--- src/rtl/mem_port_arbiter.sv ---
// Two-port arbiter sharing the core's unified memory between the core (C) and a
// program loader/DMA (L): round-robin fairness with a bounded loader burst lock.
module mem_port_arbiter #(
    parameter int AW        = 32,
    parameter int DW        = 32,
    parameter int MAX_BURST = 8
) (
    input  logic          clk,
    input  logic          reset,
    input  logic          c_req,
    input  logic          c_we,
    input  logic [AW-1:0] c_addr,
    input  logic [DW-1:0] c_wdata,
    output logic          c_gnt,
    output logic          c_stall,
    output logic [DW-1:0] c_rdata,
    output logic          c_rvalid,
    input  logic          l_req,
    input  logic          l_we,
    input  logic [AW-1:0] l_addr,
    input  logic [DW-1:0] l_wdata,
    input  logic          l_lock,
    output logic          l_gnt,
    output logic [DW-1:0] l_rdata,
    output logic          l_rvalid,
    output logic [AW-1:0] mem_address,
    output logic [DW-1:0] mem_data_in,
    output logic          mem_we,
    input  logic [DW-1:0] mem_data_out
);

    localparam int CW = $clog2(MAX_BURST + 1);
    localparam logic [CW-1:0] MAX_CNT = CW'(MAX_BURST);

    typedef enum logic [1:0] {
        IDLE,
        RR,
        LOCK
    } state_t;

    state_t        state;
    state_t        state_next;
    logic          last_owner;
    logic          last_owner_next;
    logic [CW-1:0] burst_cnt;
    logic [CW-1:0] burst_next;
    logic [CW-1:0] burst_inc;

    assign burst_inc = burst_cnt + 1'b1;

    // last_owner = 1 means the loader had the previous beat, so the core wins a tie.
    // Reaching MAX_BURST drops back to RR with last_owner=L, which hands the core
    // the next tie and bounds its wait.
    always_comb begin
        c_gnt           = 1'b0;
        l_gnt           = 1'b0;
        state_next      = state;
        last_owner_next = last_owner;
        burst_next      = burst_cnt;
        if (reset) begin
            if (state == LOCK && l_req) begin
                l_gnt = 1'b1;
            end else if (c_req && l_req) begin
                c_gnt = last_owner;
                l_gnt = ~last_owner;
            end else begin
                c_gnt = c_req;
                l_gnt = l_req;
            end

            if (c_gnt) begin
                last_owner_next = 1'b0;
                burst_next      = '0;
                state_next      = RR;
            end else if (l_gnt) begin
                last_owner_next = 1'b1;
                if (l_lock && (burst_inc < MAX_CNT)) begin
                    burst_next = burst_inc;
                    state_next = LOCK;
                end else begin
                    burst_next = '0;
                    state_next = RR;
                end
            end else begin
                burst_next = '0;
                state_next = (state == LOCK) ? RR : IDLE;
            end
        end
    end

    always_comb begin
        mem_address = '0;
        mem_data_in = '0;
        mem_we      = 1'b0;
        if (c_gnt) begin
            mem_address = c_addr;
            mem_data_in = c_wdata;
            mem_we      = c_we;
        end else if (l_gnt) begin
            mem_address = l_addr;
            mem_data_in = l_wdata;
            mem_we      = l_we;
        end
    end

    assign c_stall = reset & c_req & ~c_gnt;

    // Read data is captured on the grant edge and presented with a one-cycle
    // rvalid pulse; rdata holds its last value otherwise.
    always_ff @(posedge clk or negedge reset) begin
        if (!reset) begin
            state      <= IDLE;
            last_owner <= 1'b1;
            burst_cnt  <= '0;
            c_rvalid   <= 1'b0;
            l_rvalid   <= 1'b0;
            c_rdata    <= '0;
            l_rdata    <= '0;
        end else begin
            state      <= state_next;
            last_owner <= last_owner_next;
            burst_cnt  <= burst_next;
            c_rvalid   <= c_gnt & ~c_we;
            l_rvalid   <= l_gnt & ~l_we;
            if (c_gnt && !c_we) begin
                c_rdata <= mem_data_out;
            end
            if (l_gnt && !l_we) begin
                l_rdata <= mem_data_out;
            end
        end
    end

endmodule

--- config.mk ---
export PLATFORM = sky130hd
export DESIGN_NAME = mem_port_arbiter
export DESIGN_NICKNAME = d
export VERILOG_FILES = /design/src/rtl/mem_port_arbiter.sv
export SDC_FILE = /design/constraint.sdc
export NUM_CORES = 1
export LEC_CHECK = 0
export CORE_AREA = 2 2 116 118
export CTS_CLUSTER_SIZE = 30
export DETAILED_ROUTE_END_ITERATION = 10
export DIE_AREA = 0 0 118 120
export PLACE_DENSITY = 0.81
export REMOVE_ABC_BUFFERS = 1
export SYNTH_ARGS = -nofsm -noshare
export SYNTH_HDL_FRONTEND = slang
export SYNTH_SLANG_ARGS = --single-unit
--- constraint.sdc ---
create_clock -name clk -period 4.2 [get_ports clk]
set_input_delay 0.63 -clock clk [delete_from_list [all_inputs] [get_ports clk]]
set_output_delay 0.63 -clock clk [all_outputs]
set_load 0.05 [all_outputs]
==> results of run 1 <==
## logic make-up after synthesis
kind of cell    after synthesis  share of synthesized area [%]
compound gates               77                           19.4
flops                        73                           51.9
mux                          65                           20.8
buf+inv                      25                           4.40
simple gates                 17                           2.66
xor+xnor                      2                          0.497
fa+ha+maj                     1                          0.355
## area by class of cell
cell class / count / area [um2] / area share, %
tap: 176 / 220 / 2.92
clock inverter: 7 / 93.8 / 1.25
sequential: 73 / 1830 / 24.3
inverter: 3 / 11.3 / 0.149
timing repair buffer: 307 / 3590 / 47.6
multi-input combinational: 162 / 1560 / 20.7
clock buffer: 9 / 225 / 2.99
antenna: 5 / 12.5 / 0.166
## worst max path at each step
stage	depth (start not counted)	slack, ps	from	to
floorplan	3	-1050	reset	mem_address[0]
global placement	7	1010	l_req	l_rdata[11]$_DFFE_PN0P_
detailed placement	7	910	l_req	l_rdata[7]$_DFFE_PN0P_
CTS	4	990	l_req	l_gnt
global route	6	950	l_req	mem_address[25]
finish	4	1010	l_req	l_gnt
## flip-flops by register name, indices dropped and copies added (netlist names)
register and cells:
burst_cnt 4, c_rdata 32, c_rvalid 1, l_rdata 32, l_rvalid 1, last_owner 1
state 2
## stage by stage
stage | std cells | util (%)
CTS | 737 | 58.0
finish | 742 | 58.0
global route | 737 | 58.0
global placement | 721 | 55.5
floorplan | 238 | -
detailed placement | 721 | 55.5
## cells in the final DEF (no fill, tap or decap), types with 3 or more instances in the layout
cell type and instances:
nand2_1 5, clkbuf_16 9, a22o_1 67, mux2_2 36, buf_4 19, mux2_1 29, inv_1 3, buf_12 56
clkdlybuf4s50_1 232, diode_2 5, dfrtp_1 72
## power breakdown
group	total, mW	switching, mW	internal, mW	leakage [nW]
clock network	0.817	0.298	0.519	0.152
logic	1.84	1.10	0.742	2.07
registers	0.969	0.0942	0.875	0.877
## routing by layer
| layer | part of all wire (%) | vias to the layer above |
|---|---|---|
| met5 | 0.18 | - |
| met4 | 3.3 | 4 |
| met3 | 13 | 36 |
| met2 | 47 | 200 |
| met1 | 36 | 1743 |
| li1 | - | 1592 |
==> impl_results.md, run 1 <==
* Share of cells above drive strength 1 at 24.1%
* CP max FO at 6
* Number of synthesized register bits at 73
* Result of the run: finished, final reports clean
* CP most frequent cell: clkdlybuf4s50_1
* Core Region at 0.0130 mm2
* First DRT Iteration DRCs at 161
* CP Cell Sequence: clkdlybuf4s50_1 -> nand2_2 -> a31oi_4 -> clkdlybuf4s50_1
* Via Count at 3,575
* Avg Cell Area, Syn at 13.5 um2
* Synth Flop Type: dfrtp_1
* Path depth of the worst reg2reg path at 6
* GRT Total Usage at 24.1%
* Number of H-tree levels at 3
* Distinct cell type count after synthesis at 30
* Worst skew pair latency at 330 ps
* GRT overflow at 0
* Slew Limit Fails at 0
* Worst path required time at 3570 ps
* Commonest cells post-synth: dfrtp_1, a22o_1, mux2_2, mux2_1, clkbuf_1
* R2R Path End: l_rdata[22]$_DFFE_PN0P_
* Reg2Reg Setup Slack at 1760 ps
* Final hold slack at 148 ps
* Setup violation total in the final timing report at 0
* Seq/Total Area, Yosys at 51.9%
* Count leader, synth: dfrtp_1
* Synth async-reset ratio at 100%
* Area Overhead vs Synth at 114%
* Vias in the first global route at 3,922
* CTS tree: done
* Final GP Congestion at 0.925
* Pre-antenna DRT Iters at 4
* Clock sink total at 73
* Max-Slew Margin vs Limit at 46.0%
* CP endpoint kind: primary output
* Top delay family on crit path: buffers and inverters
* Pwr/cell area at 482 mW/mm2
* Max VDD drop at 431 uV
* Area fraction of the dominant cell type after synthesis at 51.2%
* Largest net degree at the start of global routing at 66
* # resized after CTS at 0
* Worst Slack Setup Final at 1010 ps
* Worst path bufs/invs at 2
* Post-DP HPWL at 13,700 um
* Largest area contributor in the netlist: dfrtp_1
* Slowest CP cell: clkdlybuf4s50_1
* Critical path arrival at 2560 ps
* Root Driver: clkbuf_16
* Fin. Hold Viols at 0
* First-pass GRT wire length at 25,200 um
* Vias/cell at 4.82
* Setup TNS at 0 ps
* Residual DRC at 0
* Post-CTS Setup Inserts at 0
* Reg-to-reg critical path startpoint: state[0]$_DFFE_PN0P_
* Total Power at 3.63 mW
* Chip height at 120 um
* RSZ-0062 raised after global routing: no
* Fin Clk Skew at 4.62 ps
* Final-stage net count at 724
* Maxcap violations at 0
* Dpl ws at 911 ps
* Final worst-path cycle share at 75.9%
* Setup crit start kind: primary input
* Hold Crit Class: primary input to async pin
* Die width at 118 um
* Synth Instances at 260
* Max Clk Rate at 314 MHz
* Met2 usage in global routing at 38.8%
* Max incr delay on CP at 970 ps
* Antenna viol nets, final at 0
* Design area at 0.00753 mm2
* WS Path Type: primary input to primary output
* Effective utilization at floorplan at 27.1%
* Total Wirelength at 17,000 um
* Post-Syn Area at 0.00352 mm2
* Clock transition at path regs at 60 ps
* Worst-margin pin slew at 810 ps
* M1 GR Usage at 26.3%
* Cts hold-fix bufs at 0
* # IOs at 301
* Post-synth EDFFs at 0
* Fillers at 1,055
* M3 GR Usage at 13.6%
* Leak at 3.10 nW
* YS warnings at 0
* Placed Area at 0.00720 mm2
* Total Die Area at 0.0142 mm2
* Tmin final at 3190 ps
* Area contributors post-synth: dfrtp_1, a22o_1, mux2_2
* Quantity of I/O buffers inserted on ports at 300
* Post-DR wirelength/cell at 23.0 um
* Initial antenna violation count at 4
* Cell row count at 42
* Top Usage Layer GRT: met2
* Clock Path Buffers at 2
* Total clock buffers created by CTS at 9
Power figures use the tool's default switching activity.
==> run 2, diff against run 1 <==
CORE_AREA = 2 2 118 120   (was 2 2 116 118)
DIE_AREA = 0 0 120 122   (was 0 0 118 120)
PLACE_DENSITY = 0.79   (was 0.81)
clock period = 3.2 ns   (was 4.2 ns; I/O delays follow)
==> run 2 against run 1 <==
  * Register-to-register slack got worse by 580 ps
  * Power increased by 30%
  * Wire length shrank 7.1%
  * Clock-buffer cell count grew 1
  * Final cell count is 0.27% lower
  * Worst hold slack better by 280 ps
  * Combinational power up 33%
  * Worst setup slack worse by 570 ps
  * Sequential power rose by 31%
  * Non-clock buffer count decreased by 1
  * Clock skew up 1.2 ps
  * Critical path depth up 2
==> impl_results.md, run 2 (synthesized netlist as in run 1, its figures left out) <==
* Result of the run: finished, final reports clean
* Most common cell after layout, fill and taps aside: clkdlybuf4s50_1
* Fin. Hold Viols at 0
* Commonest non-fill, non-tap cells in the layout: clkdlybuf4s50_1, dfrtp_1, buf_12
* Cts hold-fix bufs at 0
* WS Path Type: primary input to primary output
* Worst skew pair latency at 330 ps
* Worst-margin pin slew at 959 ps
* Cell row count at 43
* Total Power at 4.70 mW
* Setup crit start kind: primary input
* # resized after CTS at 0
* Final GP Congestion at 0.825
* Chip height at 122 um
* Dpl ws at 444 ps
* Pwr/cell area at 612 mW/mm2
* Clock sink total at 73
* Post-DR wirelength/cell at 21.4 um
* Max VDD drop at 479 uV
* Critical path arrival at 2280 ps
* Vias/cell at 4.74
* Setup violation total in the final timing report at 0
* Total clock buffers created by CTS at 9
* Largest registers: c_rdata (32), l_rdata (32), burst_cnt (4)
* Initial antenna violation count at 2
* Largest net degree at the start of global routing at 80
* Top layer in use: met5
* Placed Area at 0.00739 mm2
* Final hold slack at 426 ps
* Slew Limit Fails at 0
* Tmin final at 2760 ps
* RSZ-0062 raised after global routing: no
* Max Clk Rate at 362 MHz
* Worst path required time at 2720 ps
* Max-Slew Margin vs Limit at 36.1%
* # IOs at 301
* Reg2Reg Setup Slack at 1180 ps
* Via Count at 3,508
* Worst Slack Setup Final at 438 ps
* Number of H-tree levels at 3
* Total Wirelength at 15,800 um
* CTS tree: done
* Hold Crit Class: primary input to async pin
* Clock transition at path regs at 60 ps
* Post-CTS Setup Inserts at 0
* Pre-antenna DRT Iters at 4
* GRT overflow at 0
* Reg-to-reg critical path startpoint: last_owner$_DFFE_PN1P_
* DRT met1 WL at 6200 um
* Design area at 0.00768 mm2
* Share of cells above drive strength 1 at 24.0%
* Antenna viol nets, final at 0
* Total Die Area at 0.0146 mm2
* Maxcap violations at 0
* Register area at 0.00183 mm2
* GRT Total Usage at 21.0%
* Quantity of I/O buffers inserted on ports at 300
* Met2 routed WL at 7630 um
* Die width at 120 um
* Final worst-path cycle share at 86.3%
* Metal3 WL at 1660 um
* Root Driver: clkbuf_16
* Fin Clk Skew at 5.78 ps
* Clock Path Buffers at 2
* Effective utilization at floorplan at 26.1%
* Area taken by multi-input logic gates at 0.00156 mm2
* Final-stage net count at 723
* Final non-filler cell total at 740
* Vias in the first global route at 3,821
* First DRT Iteration DRCs at 131
* Area Overhead vs Synth at 118%
* Post-DP HPWL at 12,400 um
* R2R Path End: c_rdata[4]$_DFFE_PN0P_
* Cells after DPL at 724
* Residual DRC at 0
* Leak at 3.14 nW
* CP endpoint kind: primary output
* Fillers at 1,114
* First-pass GRT wire length at 22,700 um
* CP max FO at 66
* Path depth of the worst reg2reg path at 4
* Core Region at 0.0135 mm2
[run 2: changes by cell type in the layout (fill, tap and decap cells not counted)]
cell             before  now
clkinvlp_4            2    1
clkdlybuf4s50_1     232  231
buf_4                19    4
diode_2               5    1
clkinv_4              0    1
inv_6                 1    0
clkbuf_8              0    1
buf_12               56   71
bufinv_16             2    1
[run 2: worst max-delay path by stage]
stage	start	endpoint	depth (start not counted)
2_1_floorplan	last_owner$_DFFE_PN1P_	mem_address[0]	3
3_3_place_gp	c_req	mem_address[12]	6
3_5_place_dp	c_req	mem_address[0]	6
4_1_cts	c_req	mem_address[0]	6
5_1_grt	c_req	mem_address[0]	6
6_report	c_req	mem_address[12]	6
[run 2: critical path, stage by stage]
cell and delay [ps]:
clkdlybuf4s50_1 590, nand2_1 220, a21oi_4 200, buf_12 300
a22o_1 300, buf_12 160
[run 2: metal layers]
layer / up-vias / track usage [%]
met2: 186 / 35.3
met3: 20 / 8.90
met1: 1718 / 24.3
li1: 1582 / -
met4: 2 / 6.18
met5: - / 0
[run 2: area by class of cell]
cell class | instances | area share, %
inverter | 3 | 0.147
clock inverter | 5 | 0.733
clock buffer | 10 | 3.11
sequential | 73 | 23.8
timing repair buffer | 306 | 49.0
tap | 180 | 2.93
multi-input combinational | 162 | 20.3
antenna | 1 | 0.0326
[run 2: per-stage QoR]
step	setup TNS, ps	util [%]
CTS	0	56.9
global route	0	56.9
finish	0	56.9
global placement	0	54.7
floorplan	-143890	-
detailed placement	0	54.7
[run 2: power by group]
part | total, mW | switching [mW] | internal, mW
sequential | 1.27 | 0.122 | 1.15
clock | 0.983 | 0.366 | 0.618
combinational | 2.45 | 1.44 | 1.01
total | 4.70 | 1.93 | 2.78
==> run 3, diff against run 2 <==
--- a/config.mk
+++ b/config.mk
@@ -8,2 +8,3 @@
 export CORE_AREA = 2 2 118 120
+export CTS_CLUSTER_DIAMETER = 40
 export CTS_CLUSTER_SIZE = 30
==> constraint.sdc (replaced) <==
create_clock -name clk -period 3.2 [get_ports clk]
set_input_delay 0.64 -clock clk [delete_from_list [all_inputs] [get_ports clk]]
set_output_delay 0.64 -clock clk [all_outputs]
set_load 0.05 [all_outputs]
==> run 3 against run 2 <==
  * Cell area rose by 0.94%
  * First-iteration DRC count rose by 16%
  * Global-route usage rose by 0.17 points
  * Clock power rose by 19%
  * Clock skew rose by 1.6 ps
  * Critical path depth did not move
  * Die area did not move
  * Final cell count rose by 0.27%
==> impl_results.md, run 3 (synthesized netlist as in run 1, its figures left out) <==
* Worst-margin pin slew at 948 ps
* Fillers at 1,089
* CP Cell Sequence: clkdlybuf4s50_1 -> nand2_1 -> a21oi_4 -> buf_4 -> a22o_1 -> buf_12
* Final worst-path cycle share at 95.3%
* CP endpoint kind: primary output
* Vias in the first global route at 3,763
* Fin. Hold Viols at 0
* Die width at 120 um
* Path depth of the worst reg2reg path at 4
* Core Region at 0.0135 mm2
* Root Driver: clkbuf_16
* Slew Limit Fails at 0
* # IOs at 301
* Initial antenna violation count at 2
* Effective utilization at floorplan at 26.1%
* Residual DRC at 0
* Max incr delay on CP at 580 ps
* Fin Clk Skew at 7.41 ps
* Reg-to-reg critical path startpoint: last_owner$_DFFE_PN1P_
* Commonest non-fill, non-tap cells in the layout: clkdlybuf4s50_1, dfrtp_1, buf_12
* Area Overhead vs Synth at 120%
* Via Count at 3,528
* Max VDD drop at 586 uV
* Worst skew pair latency at 330 ps
* Layout Utilization at 57.4%
* CP max FO at 29
* CTS tree: done
* Final GP Congestion at 0.889
* Post-DR wirelength/cell at 21.7 um
* Metal3 WL at 1870 um
* Clock sink total at 73
* Largest registers: c_rdata (32), l_rdata (32), burst_cnt (4)
* Number of H-tree levels at 3
* Result of the run: finished, final reports clean
* GRT overflow at 0
* DRT met1 WL at 6260 um
* Ant diodes at 0
* Clock Path Buffers at 2
* Worst path bufs/invs at 3
* Critical path arrival at 2410 ps
* First DRT Iteration DRCs at 152
* Setup violation total in the final timing report at 0
* Hold Crit Class: flip-flop to flip-flop
* Met2 routed WL at 7580 um
* Pre-antenna DRT Iters at 5
* Placed Area at 0.00740 mm2
* Largest net degree at the start of global routing at 80
* Chip height at 122 um
* Pwr/cell area at 631 mW/mm2
* Post-DP HPWL at 12,700 um
* Slowest CP cell: clkdlybuf4s50_1
* CP Launch Point: c_req
* Worst path required time at 2560 ps
* Reg2Reg Setup Slack at 1190 ps
* WP depth at 6
* Cts hold-fix bufs at 0
* Total clock buffers created by CTS at 9
* Max Clk Rate at 328 MHz
* Quantity of I/O buffers inserted on ports at 300
* Clock transition at path regs at 60 ps
* Top delay family on crit path: buffers and inverters
* Total Wirelength at 16,100 um
* Worst Setup EP: mem_address[24]
* Share of cells above drive strength 1 at 24.2%
* # resized after CTS at 0
* Tmin final at 3050 ps
* Final-stage net count at 725
* Most common cell after layout, fill and taps aside: clkdlybuf4s50_1
* Cell row count at 43
* GRT Total Usage at 21.1%
* Leak at 3.18 nW
* RSZ-0062 raised after global routing: no
* Post-CTS Setup Inserts at 0
* Design area at 0.00776 mm2
* R2R Path End: c_rdata[15]$_DFFE_PN0P_
* WS Path Type: primary input to primary output
* First-pass GRT wire length at 22,900 um
* Max-Slew Margin vs Limit at 36.8%
* Top layer in use: met5
* Total Die Area at 0.0146 mm2
* Maxcap violations at 0
* Antenna viol nets, final at 0
* Vias/cell at 4.75
* Setup crit start kind: primary input
==> run 3: changes by cell type in the layout (fill, tap and decap cells not counted), sizes merged <==
cell,previous run,this run
diode,1,0
clkinv,3,1
clkbuf,10,12
buf,75,77
bufinv,1,3
clkinvlp,1,0
==> run 3: routing by layer <==
layer,track usage (%),up-vias
met2,33.9,197
li1,-,1582
met4,7.35,4
met3,9.36,30
met5,0,-
met1,25.2,1715
==> run 3: layout make-up <==
cell class / count / area [um2] / share of cell area [%]
Tap cell: 180 / 225 / 2.90
Inverter: 3 / 11.3 / 0.145
Multi-Input combinational cell: 162 / 1560 / 20.1
Timing Repair Buffer: 308 / 3780 / 48.7
Sequential cell: 73 / 1830 / 23.6
Clock buffer: 12 / 256 / 3.31
Clock inverter: 4 / 98.8 / 1.27
==> run 3: worst min-delay path by stage <==
stage          slack (ps)  cells after the start                       end               startpoint
6_report              490                      1    l_rdata[9]$_DFFE_PN0P_   l_rdata[9]$_DFFE_PN0P_
5_1_grt               510                      1    l_rdata[0]$_DFFE_PN0P_   l_rdata[0]$_DFFE_PN0P_
4_1_cts               490                      1    l_rdata[9]$_DFFE_PN0P_   l_rdata[9]$_DFFE_PN0P_
3_5_place_dp          480                      1   l_rdata[30]$_DFFE_PN0P_  l_rdata[30]$_DFFE_PN0P_
3_3_place_gp          470                      1   l_rdata[27]$_DFFE_PN0P_  l_rdata[27]$_DFFE_PN0P_
2_1_floorplan         340                      0  burst_cnt[0]$_DFFE_PN0P_                    reset
==> run 3: report_power, final <==
part,switching (mW),internal (mW),leakage (nW)
sequential,0.122,1.15,0.877
combinational,1.44,1.01,2.13
clock,0.367,0.805,0.173
total,1.92,2.97,3.18
==> run 3: stage by stage <==
stage / TNS, ps / total power [mW] / std cells / hold slack (ps) / setup WS (ps)
after CTS: 0 / 4.94 / 742 / 489 / 169
after floorplan: -162690 / 2.60 / 238 / 344 / -2070
final: 0 / 4.89 / 742 / 487 / 150
after detailed placement: 0 / 3.74 / 726 / 477 / 175
after global placement: 0 / 3.70 / 726 / 468 / 250
after global routing: 0 / 5.07 / 742 / 515 / 80.6
==> run 3: worst register-to-register path, cell delays in order (launching register included) <==
cell,delay (ps)
dfstp_2,580
nand2_1,170
a211oi_4,270
buf_4,450
mux2_2,420
